[config.mk]
export PLATFORM = sky130hd
export DESIGN_NAME = if_stage
export DESIGN_NICKNAME = d
export VERILOG_FILES = /design/src/rtl/if_stage_pkg.sv /design/src/rtl/if_hold_buf.sv /design/src/rtl/if_stage.sv
export SDC_FILE = /design/constraint.sdc
export NUM_CORES = 1
export LEC_CHECK = 0
export ABC_AREA = 1
export CORE_MARGIN = 4
export CORE_UTILIZATION = 55
export CTS_BUF_LIST = sky130_fd_sc_hd__clkbuf_8
export DETAILED_ROUTE_END_ITERATION = 10
export HOLD_SLACK_MARGIN = 0.02
export PLACE_DENSITY = 0.83
export REMOVE_ABC_BUFFERS = 1
export SYNTH_ARGS = -nofsm -noshare
export SYNTH_HDL_FRONTEND = slang
export SYNTH_SLANG_ARGS = --single-unit
[constraint.sdc]
create_clock -name clk -period 1.67 [get_ports clk]
set_input_delay 0.334 -clock clk [delete_from_list [all_inputs] [get_ports clk]]
set_output_delay 0.334 -clock clk [all_outputs]
set_load 0.01 [all_outputs]
[src/rtl/if_stage_pkg.sv]
// Shared types and constants for the instruction-fetch stage.
// Latency: n/a (declarations only).
// Backpressure: n/a (declarations only).
package if_stage_pkg;

    localparam logic [31:0] RESET_PC_DEFAULT = 32'h0000_0000;
    localparam logic [31:0] NOP_WORD         = 32'h0000_0000;

    // Fetch sequencer states (3-bit encoding)
    typedef enum logic [2:0] {
        ST_BOOT = 3'd0,
        ST_REQ  = 3'd1,
        ST_HOLD = 3'd2,
        ST_DROP = 3'd3,
        ST_EXC  = 3'd4
    } fetch_state_e;

    // One fetched instruction together with the PC it came from
    typedef struct packed {
        logic [31:0] pc;
        logic [31:0] inst;
    } fetch_ent_t;

    // Memory is word-addressed; the low two bits never reach the bus
    function automatic logic [31:0] word_align(input logic [31:0] addr);
        return {addr[31:2], 2'b00};
    endfunction

endpackage

[src/rtl/if_hold_buf.sv]
// One-entry {pc, inst} skid buffer used when decode stalls on a returning fetch.
// Latency: loaded entry visible the cycle after load; drain/clear empty it next cycle.
// Backpressure: none internally; the sequencer stops requesting while it is full.
module if_hold_buf
    import if_stage_pkg::*;
(
    input  logic       clk,
    input  logic       rst_n,
    input  logic       load,
    input  logic       drain,
    input  logic       clear,
    input  fetch_ent_t load_ent,
    output logic       vld,
    output fetch_ent_t ent
);

    logic       vld_q, vld_d;
    fetch_ent_t ent_q, ent_d;

    // Clear beats load beats drain; load and drain never coincide in practice
    always_comb begin
        vld_d = vld_q;
        ent_d = ent_q;
        if (clear) begin
            vld_d = 1'b0;
            ent_d = '0;
        end else if (load) begin
            vld_d = 1'b1;
            ent_d = load_ent;
        end else if (drain) begin
            vld_d = 1'b0;
        end
    end

    // Buffer state registers
    always_ff @(posedge clk or negedge rst_n) begin
        if (!rst_n) begin
            vld_q <= 1'b0;
            ent_q <= '0;
        end else begin
            vld_q <= vld_d;
            ent_q <= ent_d;
        end
    end

    assign vld = vld_q;
    assign ent = ent_q;

endmodule

[src/rtl/if_stage.sv]
// Fetch PC register and single-outstanding imem request sequencer feeding decode.
// Latency: imem_ack in cycle N presents the instruction (id_valid) in cycle N+1.
// Backpressure: a fetch returning while decode stalls parks in a 1-entry hold buffer; no new request until it drains.
// Optional IF_ALIGN_CHECK_EN: misaligned PC raises id_exc instead of fetching (default: address force-aligned, id_exc = 0).
module if_stage
    import if_stage_pkg::*;
#(
    parameter logic [31:0] RESET_PC = RESET_PC_DEFAULT
) (
    input  logic        clk,
    input  logic        rst_n,
    input  logic [31:0] npc,
    output logic [31:0] pc,
    input  logic        flush,
    output logic        imem_req,
    output logic [31:0] imem_addr,
    input  logic        imem_ack,
    input  logic [31:0] imem_rdata,
    output logic        id_valid,
    input  logic        id_ready,
    output logic [31:0] id_pc,
    output logic [31:0] id_inst,
    output logic        id_exc
);

    fetch_state_e state_q, state_d;
    logic [31:0]  pc_q, pc_d;
    logic [31:0]  tgt_q, tgt_d;
    logic         id_valid_q, id_valid_d;
    logic [31:0]  id_pc_q, id_pc_d;
    logic [31:0]  id_inst_q, id_inst_d;
`ifdef IF_ALIGN_CHECK_EN
    logic         id_exc_q, id_exc_d;
`endif

    logic         hb_load, hb_drain, hb_clear, hb_vld;
    fetch_ent_t   hb_in, hb_out;
    logic         req_ok;
    logic         out_free;

`ifdef IF_ALIGN_CHECK_EN
    assign req_ok = (pc_q[1:0] == 2'b00);
`else
    assign req_ok = 1'b1;
`endif

    // DROP keeps the stale request alive at the old pc until its ack retires it
    assign imem_req  = ((state_q == ST_REQ) && req_ok) || (state_q == ST_DROP);
    assign imem_addr = word_align(pc_q);
    assign out_free  = !id_valid_q || id_ready;
    assign hb_in     = '{pc: pc_q, inst: imem_rdata};

    if_hold_buf u_hold_buf (
        .clk      (clk),
        .rst_n    (rst_n),
        .load     (hb_load),
        .drain    (hb_drain),
        .clear    (hb_clear),
        .load_ent (hb_in),
        .vld      (hb_vld),
        .ent      (hb_out)
    );

    // Next-state: flush first, then the per-state fetch/handshake rules
    always_comb begin
        state_d    = state_q;
        pc_d       = pc_q;
        tgt_d      = tgt_q;
        id_valid_d = id_valid_q;
        id_pc_d    = id_pc_q;
        id_inst_d  = id_inst_q;
`ifdef IF_ALIGN_CHECK_EN
        id_exc_d   = id_exc_q;
`endif
        hb_load    = 1'b0;
        hb_drain   = 1'b0;
        hb_clear   = 1'b0;

        // Decode consumed the presented entry; later loads below override this
        if (id_valid_q && id_ready) begin
            id_valid_d = 1'b0;
`ifdef IF_ALIGN_CHECK_EN
            id_exc_d   = 1'b0;
`endif
        end

        if (flush) begin
            id_valid_d = 1'b0;
`ifdef IF_ALIGN_CHECK_EN
            id_exc_d   = 1'b0;
`endif
            hb_clear   = 1'b0 | 1'b1;
            case (state_q)
                ST_REQ: begin
                    if (imem_req && !imem_ack) begin
                        tgt_d   = npc;
                        state_d = ST_DROP;
                    end else begin
                        pc_d    = npc;
                        state_d = ST_REQ;
                    end
                end
                ST_DROP: begin
                    // An ack in the same cycle retires the stale request, so fetch can restart now
                    if (imem_ack) begin
                        pc_d    = npc;
                        state_d = ST_REQ;
                    end else begin
                        tgt_d   = npc;
                    end
                end
                default: begin
                    pc_d    = npc;
                    state_d = ST_REQ;
                end
            endcase
        end else begin
            case (state_q)
                ST_BOOT: begin
                    state_d = ST_REQ;
                end
                ST_REQ: begin
`ifdef IF_ALIGN_CHECK_EN
                    if (!req_ok) begin
                        // Wait for a free output slot, then report the fault instead of fetching
                        if (out_free) begin
                            id_valid_d = 1'b1;
                            id_pc_d    = pc_q;
                            id_inst_d  = NOP_WORD;
                            id_exc_d   = 1'b1;
                            state_d    = ST_EXC;
                        end
                    end else
`endif
                    if (imem_ack) begin
                        pc_d = npc;
                        if (out_free) begin
                            id_valid_d = 1'b1;
                            id_pc_d    = pc_q;
                            id_inst_d  = imem_rdata;
`ifdef IF_ALIGN_CHECK_EN
                            id_exc_d   = 1'b0;
`endif
                        end else begin
                            hb_load = 1'b1;
                            state_d = ST_HOLD;
                        end
                    end
                end
                ST_HOLD: begin
                    if (id_ready && hb_vld) begin
                        id_valid_d = 1'b1;
                        id_pc_d    = hb_out.pc;
                        id_inst_d  = hb_out.inst;
`ifdef IF_ALIGN_CHECK_EN
                        id_exc_d   = 1'b0;
`endif
                        hb_drain   = 1'b1;
                        state_d    = ST_REQ;
                    end
                end
                ST_DROP: begin
                    if (imem_ack) begin
                        pc_d    = tgt_q;
                        state_d = ST_REQ;
                    end
                end
                default: begin
                    // EXC idles until a flush redirects fetch
                    state_d = state_q;
                end
            endcase
        end
    end

    // Sequencer, PC and decode-side output registers
    always_ff @(posedge clk or negedge rst_n) begin
        if (!rst_n) begin
            state_q    <= ST_BOOT;
            pc_q       <= RESET_PC;
            tgt_q      <= '0;
            id_valid_q <= 1'b0;
            id_pc_q    <= '0;
            id_inst_q  <= '0;
`ifdef IF_ALIGN_CHECK_EN
            id_exc_q   <= 1'b0;
`endif
        end else begin
            state_q    <= state_d;
            pc_q       <= pc_d;
            tgt_q      <= tgt_d;
            id_valid_q <= id_valid_d;
            id_pc_q    <= id_pc_d;
            id_inst_q  <= id_inst_d;
`ifdef IF_ALIGN_CHECK_EN
            id_exc_q   <= id_exc_d;
`endif
        end
    end

    assign pc       = pc_q;
    assign id_valid = id_valid_q;
    assign id_pc    = id_pc_q;
    assign id_inst  = id_inst_q;
`ifdef IF_ALIGN_CHECK_EN
    assign id_exc   = id_exc_q;
`else
    assign id_exc   = 1'b0;
`endif

endmodule

# After elaboration in Yosys (flattened, before gate mapping)
# Cells that the tools add are included.
word_totals:
  out_inout_bits: 131
  ff_bits: 197
  rom_bits: 0
  wordCells: 85
  mem_count: 0
  latchBits: 0
  ram_bits: 0
  in_bits: 69
classes:
  n_eq_ne: 13
  n_bitwise: 1
  reduce_logical: 18
  shift: 0
  n_mux: 44
  div_mod_pow: 0
  n_lt_le_gt_ge: 0
  multipliers: 0
  n_addsub: 0
op_table:
  columns: ["operator", "count"]
  rows:
  - ["two-way mux 32 bit", 12]
  - ["case mux 32 bit (2 select lines)", 5]
  - ["two-way mux 64 bit", 2]
  - ["two-way mux 1 bit", 16]
  - ["two-way mux 3 bit", 5]
  - ["inequality test 3 bit (second input constant)", 5]
  - ["case mux 3 bit (4 select lines)", 1]
  - ["inequality test 2 bit (second input constant)", 4]
  - ["AND reduction 4 bit", 2]
  - ["== test 3 x 2 -> 1 bit (second input constant)", 2]
  - ["case mux 3 bit (2 select lines)", 1]
  - ["nonzero test 2 bit", 3]
  - ["nonzero test 3 bit", 2]
  - ["AND reduction 5 bit", 1]
  - ["nonzero test 5 bit", 1]
  - ["== test 3 x 1 -> 1 bit (second input constant)", 1]
  - ["logical AND 1 bit", 3]
  - ["logical NOT 3 bit", 1]
  - ["AND reduction 3 bit", 1]
  - ["logical NOT 1 bit", 2]
  - ["logical OR 1 bit", 2]
  - ["two-way mux 2 bit", 1]
  - ["inequality test 2 x 1 -> 1 bit (second input constant)", 1]
  - ["case mux 1 bit (2 select lines)", 1]
  - ["NOT 1 bit", 1]

# Logic depth before layout (Yosys ltp)
logic_depth:
  depth_word: 8
  ltp_mapped: 10
  ltp_nobuf: 8

# Cells and area by module
# A second synthesis with hierarchy kept.
unflattened:
  cells_unflattened: 1470
  area_unflattened_um2: 10430.0
modules_own_cells:
  columns: ["mod", "instances", "cells_per_inst", "area_per_inst_um2", "seq_area_each_um2"]
  rows:
  - ["if_stage", 1, 1187, 7851.3, 3303.2]
  - ["if_hold_buf", 1, 283, 2578.7, 1626.6]

# Least setup slack after synthesis
# No wires, ideal clock.
synth_path:
  path_kind: "reg-to-reg"
  from: "reg state_q[1]"
  to: "reg u_hold_buf.ent_q, in the netlist u_hold_buf.ent[34]"
  stages_incl_launch_ff: 7
  t_arrival_ps: 1309
  path_buffers: 2
  setup_ps: 133
  required_time_ps: 1537
  slack_ps: 229
  synth_period_minus_slack_ps: 1441
  path_cell_list: "dfrtp_1 -> nor2_2 -> nand2_1 -> o21ai_2 -> buf_4 -> buf_2 -> o22ai_1"
synth_via:
  elab_chain_len: 4
synth_lines:
  columns: ["item", "line", "text"]
  rows:
  - ["start, declared", "if_stage.sv:26", "fetch_state_e state_q, state_d;"]
  - ["start signal, assigned", "if_stage.sv:189", "state_q <= state_d;"]
  - ["== test 3 x 1 -> 1 bit", "if_stage.sv:118", "case (state_q)"]
  - ["two-way mux 1 bit", "if_stage.sv:118", null]
  - ["two-way mux 1 bit", "if_stage.sv:87", "if (flush) begin"]
  - ["nonzero test 2 bit (no line)", null, null]
  - ["end signal, assigned", "if_hold_buf.sv:42", "ent_q <= ent_d;"]
  - ["end, declared", "if_hold_buf.sv:18", "fetch_ent_t ent_q, ent_d;"]
# Every way passes these cells.
# A chain may end at the register's enable or synchronous reset.

# Final worst setup path
layout_path:
  from: "reg pc_q[27] (netlist: pc[27])"
  to: "out imem_addr[27]"
layout_lines:
  columns: ["item", "line", "text"]
  rows:
  - ["start, declared", "if_stage.sv:27", "logic [31:0] pc_q, pc_d;"]
  - ["start signal, assigned", "if_stage.sv:190", "pc_q <= pc_d;"]
  - ["end, declared", "if_stage.sv:16", "output logic [31:0] imem_addr,"]
# No word-level cell between the ends.

==> metrics.md <==
| Metric | Value |
|---|---|
| Outcome | `complete, no violations` |
| Setup CP Type | `reg -> out` |
| H-tree levels | `4` |
| Setup crit end kind | `primary output` |
| Die Y | `148.5 um` |
| #FFs+latches synth | `197` |
| Layout area overhead | `27.40%` |
| Worst-skew pair later-pin latency | `0.48 ns` |
| Diode count | `0` |
| Largest net degree at the start of global routing | `103` |
| Routing usage on met3 | `3.991%` |
| Met1 GRT Util | `37.25%` |
| CP max-delay cell | `dfrtp_2` |
| Final Skew | `0.01754 ns` |
| Wirelength per Cell | `16.38 um` |
| Vias/cell | `5.440` |
| Fmax | `0.6073 GHz` |
| Drt total wl | `32.26 mm` |
| Worst hold slack | `0.3684 ns` |
| Yosys warning total | `0` |
| CTS tree | `yes` |
| Mean area per synthesized cell | `7.199 um2` |
| Final Hold Viols | `0` |
| Global-route track usage on met2 | `47.44%` |
| Initial antenna violation count | `0` |
| 1st-iter DRT viols | `935` |
| Worst r2r src | `state_q[0]$_DFFE_PN0P_` |
| R2R setup slack | `0.07 ns` |
| First-pass GRT wire length | `51.04 mm` |
| Max Slew Vio Count | `0` |
| Crit-path cells | `buf_4 > clkdlybuf4s15_2` |
| Remaining Overflow, GRT | `0` |
| Max Cap Viol | `0` |
| Fin Setup TNS | `0 ns` |
| PwrDens | `1715 nW/um2` |
| Longest Clk Path Bufs | `2` |
| CTS Buf Count | `17` |
| Leak | `7.462 nW` |
| GR peak layer | `met2` |
| FP Rows | `51` |
| Vias in the first global route | `10400` |
| Root cell of the clock tree | `clkbuf_8` |
| Clock sinks | `197` |
| Most frequent cells in the layout | `nand2_1 (496), inv_1 (228), dfrtp_1 (184), nand3_1 (166), o21ai_0 (124)` |
| Reg area | `4946 um2` |
| Total power | `23.74 mW` |
| CP peak stage delay | `0.45 ns` |
| Post-DRT Antenna Nets | `0` |
| Final net count | `1761` |
| Worst Hold Class | `in -> async` |
| Arr. time, crit path | `1.31 ns` |
| Via count | `10720` |
| Fin crit share | `98.60%` |
| Register area share after synthesis | `45.38%` |
| DR DRC count | `0` |
| Tmin final | `1.647 ns` |
| Core area | `19460 um2` |
| Unrepaired setup endpoints after global routing | `false` |
| Worst path top cell family by delay | `flip-flops` |
| Final Wtd Congestion | `0.9326` |
| CP bufs+invs | `2` |
| Commonest non-fill, non-tap cell in the layout | `nand2_1` |
| Clk pin slew, worst setup/hold paths | `0.11 ns` |
| Final setup fails | `0` |
| Tot GR Track Use | `28.44%` |
| DR pass1 iterations | `5` |
| Area of the multi-input gates | `4422 um2` |
| Peak fanout along the critical path | `4` |
| Share of layout cells above drive strength 1 | `10.03%` |
| Synth unique cells | `23` |
| Mapped Area | `10860 um2` |
| Initial Util | `55.81%` |
| Post-DP HPWL | `20.19 mm` |
| Mapped Cells | `1509` |
| Max VDD drop | `1295 uV` |
| Num ports | `200` |
| Fill count | `1567` |
| Die X | `148.5 um` |
| Worst reg2reg path endpoint | `id_pc[30]$_DFFE_PN0P_` |
| Core Util, Final | `71.11%` |
| Die footprint | `22060 um2` |
| Startpoint types | `flip-flop` |
| Port buffer count | `196` |
| Critical Path RT | `1.34 ns` |
| Cells on worst reg2reg path | `10` |
report_power, final:
| group | total (mW) | leakage [nW] | internal [mW] | switching [mW] |
|---|---|---|---|---|
| Clock | 3.19 | 0.193 | 1.37 | 1.83 |
| Combinational | 13.1 | 4.77 | 5.40 | 7.68 |
| Sequential | 7.47 | 2.50 | 6.42 | 1.05 |
| Total | 23.7 | 7.46 | 13.2 | 10.6 |
state kept, by name, summed over array words and instances (netlist names):
register,cells
u_hold_buf.ent,64
id_inst,32
id_pc,32
pc,32
tgt_q,32
state_q,3
id_valid,1
u_hold_buf.vld,1
what timing repair did:
item | CTS | global route
setup endpoints to repair | 154 | 100
gates resized for setup | 151 | 15
setup buffers | 33 | 3
hold buffers | 1 | 0
gates cloned | 0 | 4
endpoints found under the hold margin | 44 | 0
pin swaps | 0 | 2
how the worst max path moves through the flow:
| stage | endpoint | cells after the start | startpoint | slack [ns] |
|---|---|---|---|---|
| 5_1_grt | imem_addr[21] | 2 | pc[21]$_DFFE_PN0P_ | 0.001 |
| 3_3_place_gp | id_pc[10]$_DFFE_PN0P_ | 8 | imem_ack | -0.17 |
| 4_1_cts | pc[18] | 2 | pc[18]$_DFFE_PN0P_ | 0.005 |
| 3_5_place_dp | id_pc[24]$_DFFE_PN0P_ | 9 | imem_ack | -0.21 |
| 6_report | imem_addr[27] | 2 | pc[27]$_DFFE_PN0P_ | 0.02 |
| 2_1_floorplan | id_inst[0]$_DFFE_PN0P_ | 8 | state_q[1]$_DFFE_PN0P_ | -2.95 |
routing by layer:
| layer | part of all wire (%) | vias up |
|---|---|---|
| li1 | - | 5059 |
| met5 | 0 | - |
| met3 | 8.2 | 83 |
| met1 | 40 | 5022 |
| met2 | 49 | 552 |
| met4 | 3.3 | 0 |
area by class of cell:
| type | instances | area share [%] |
|---|---|---|
| sequential | 197 | 35.74 |
| multi-input combinational | 946 | 31.95 |
| timing repair buffer | 296 | 20.61 |
| inverter | 234 | 6.365 |
| tap | 265 | 2.396 |
| clock buffer | 17 | 1.691 |
| clock inverter | 15 | 1.248 |
synth_stat cells:
library cell | instances | area [um2]
conb_1 | 1 | 3.750
o22ai_1 | 32 | 200.2
o21bai_1 | 64 | 480.5
o21ai_2 | 1 | 8.760
nor3_1 | 1 | 5.000
nand2_1 | 500 | 1877
nor2_4 | 1 | 11.26
a31oi_1 | 2 | 12.51
clkbuf_1 | 35 | 131.4
inv_2 | 5 | 18.77
inv_1 | 229 | 859.6
dfrtp_1 | 197 | 4930
o211ai_1 | 1 | 7.510
o21ai_1 | 7 | 35.03
nand3_1 | 170 | 850.8
buf_4 | 35 | 262.8
nor2_1 | 4 | 15.01
nand3_2 | 1 | 10.01
o21ai_0 | 124 | 620.6
nor2_2 | 3 | 18.77
buf_2 | 51 | 255.2
nand4_1 | 32 | 200.2
buf_1 | 13 | 48.80
cell families after synthesis:
| kind of cell | share of synthesized area (%) |
|---|---|
| other | 0.03452 |
| AO/OA/AOI/OAI | 12.57 |
| AND/OR/NAND/NOR | 27.51 |
| flip-flops | 45.38 |
| buffers and inverters | 14.51 |
per-stage QoR:
stage               setup slack [ns]  cell area [um2]  std cells
detailed placement           -0.2137            13130       1897
floorplan                     -2.950            10170       1377
finish                       0.02343            13840       1970
CTS                         0.004682            13660       1963
global placement             -0.1687            13130       1897
global route                0.001099            13840       1970
(Power assumes the default switching activity.)
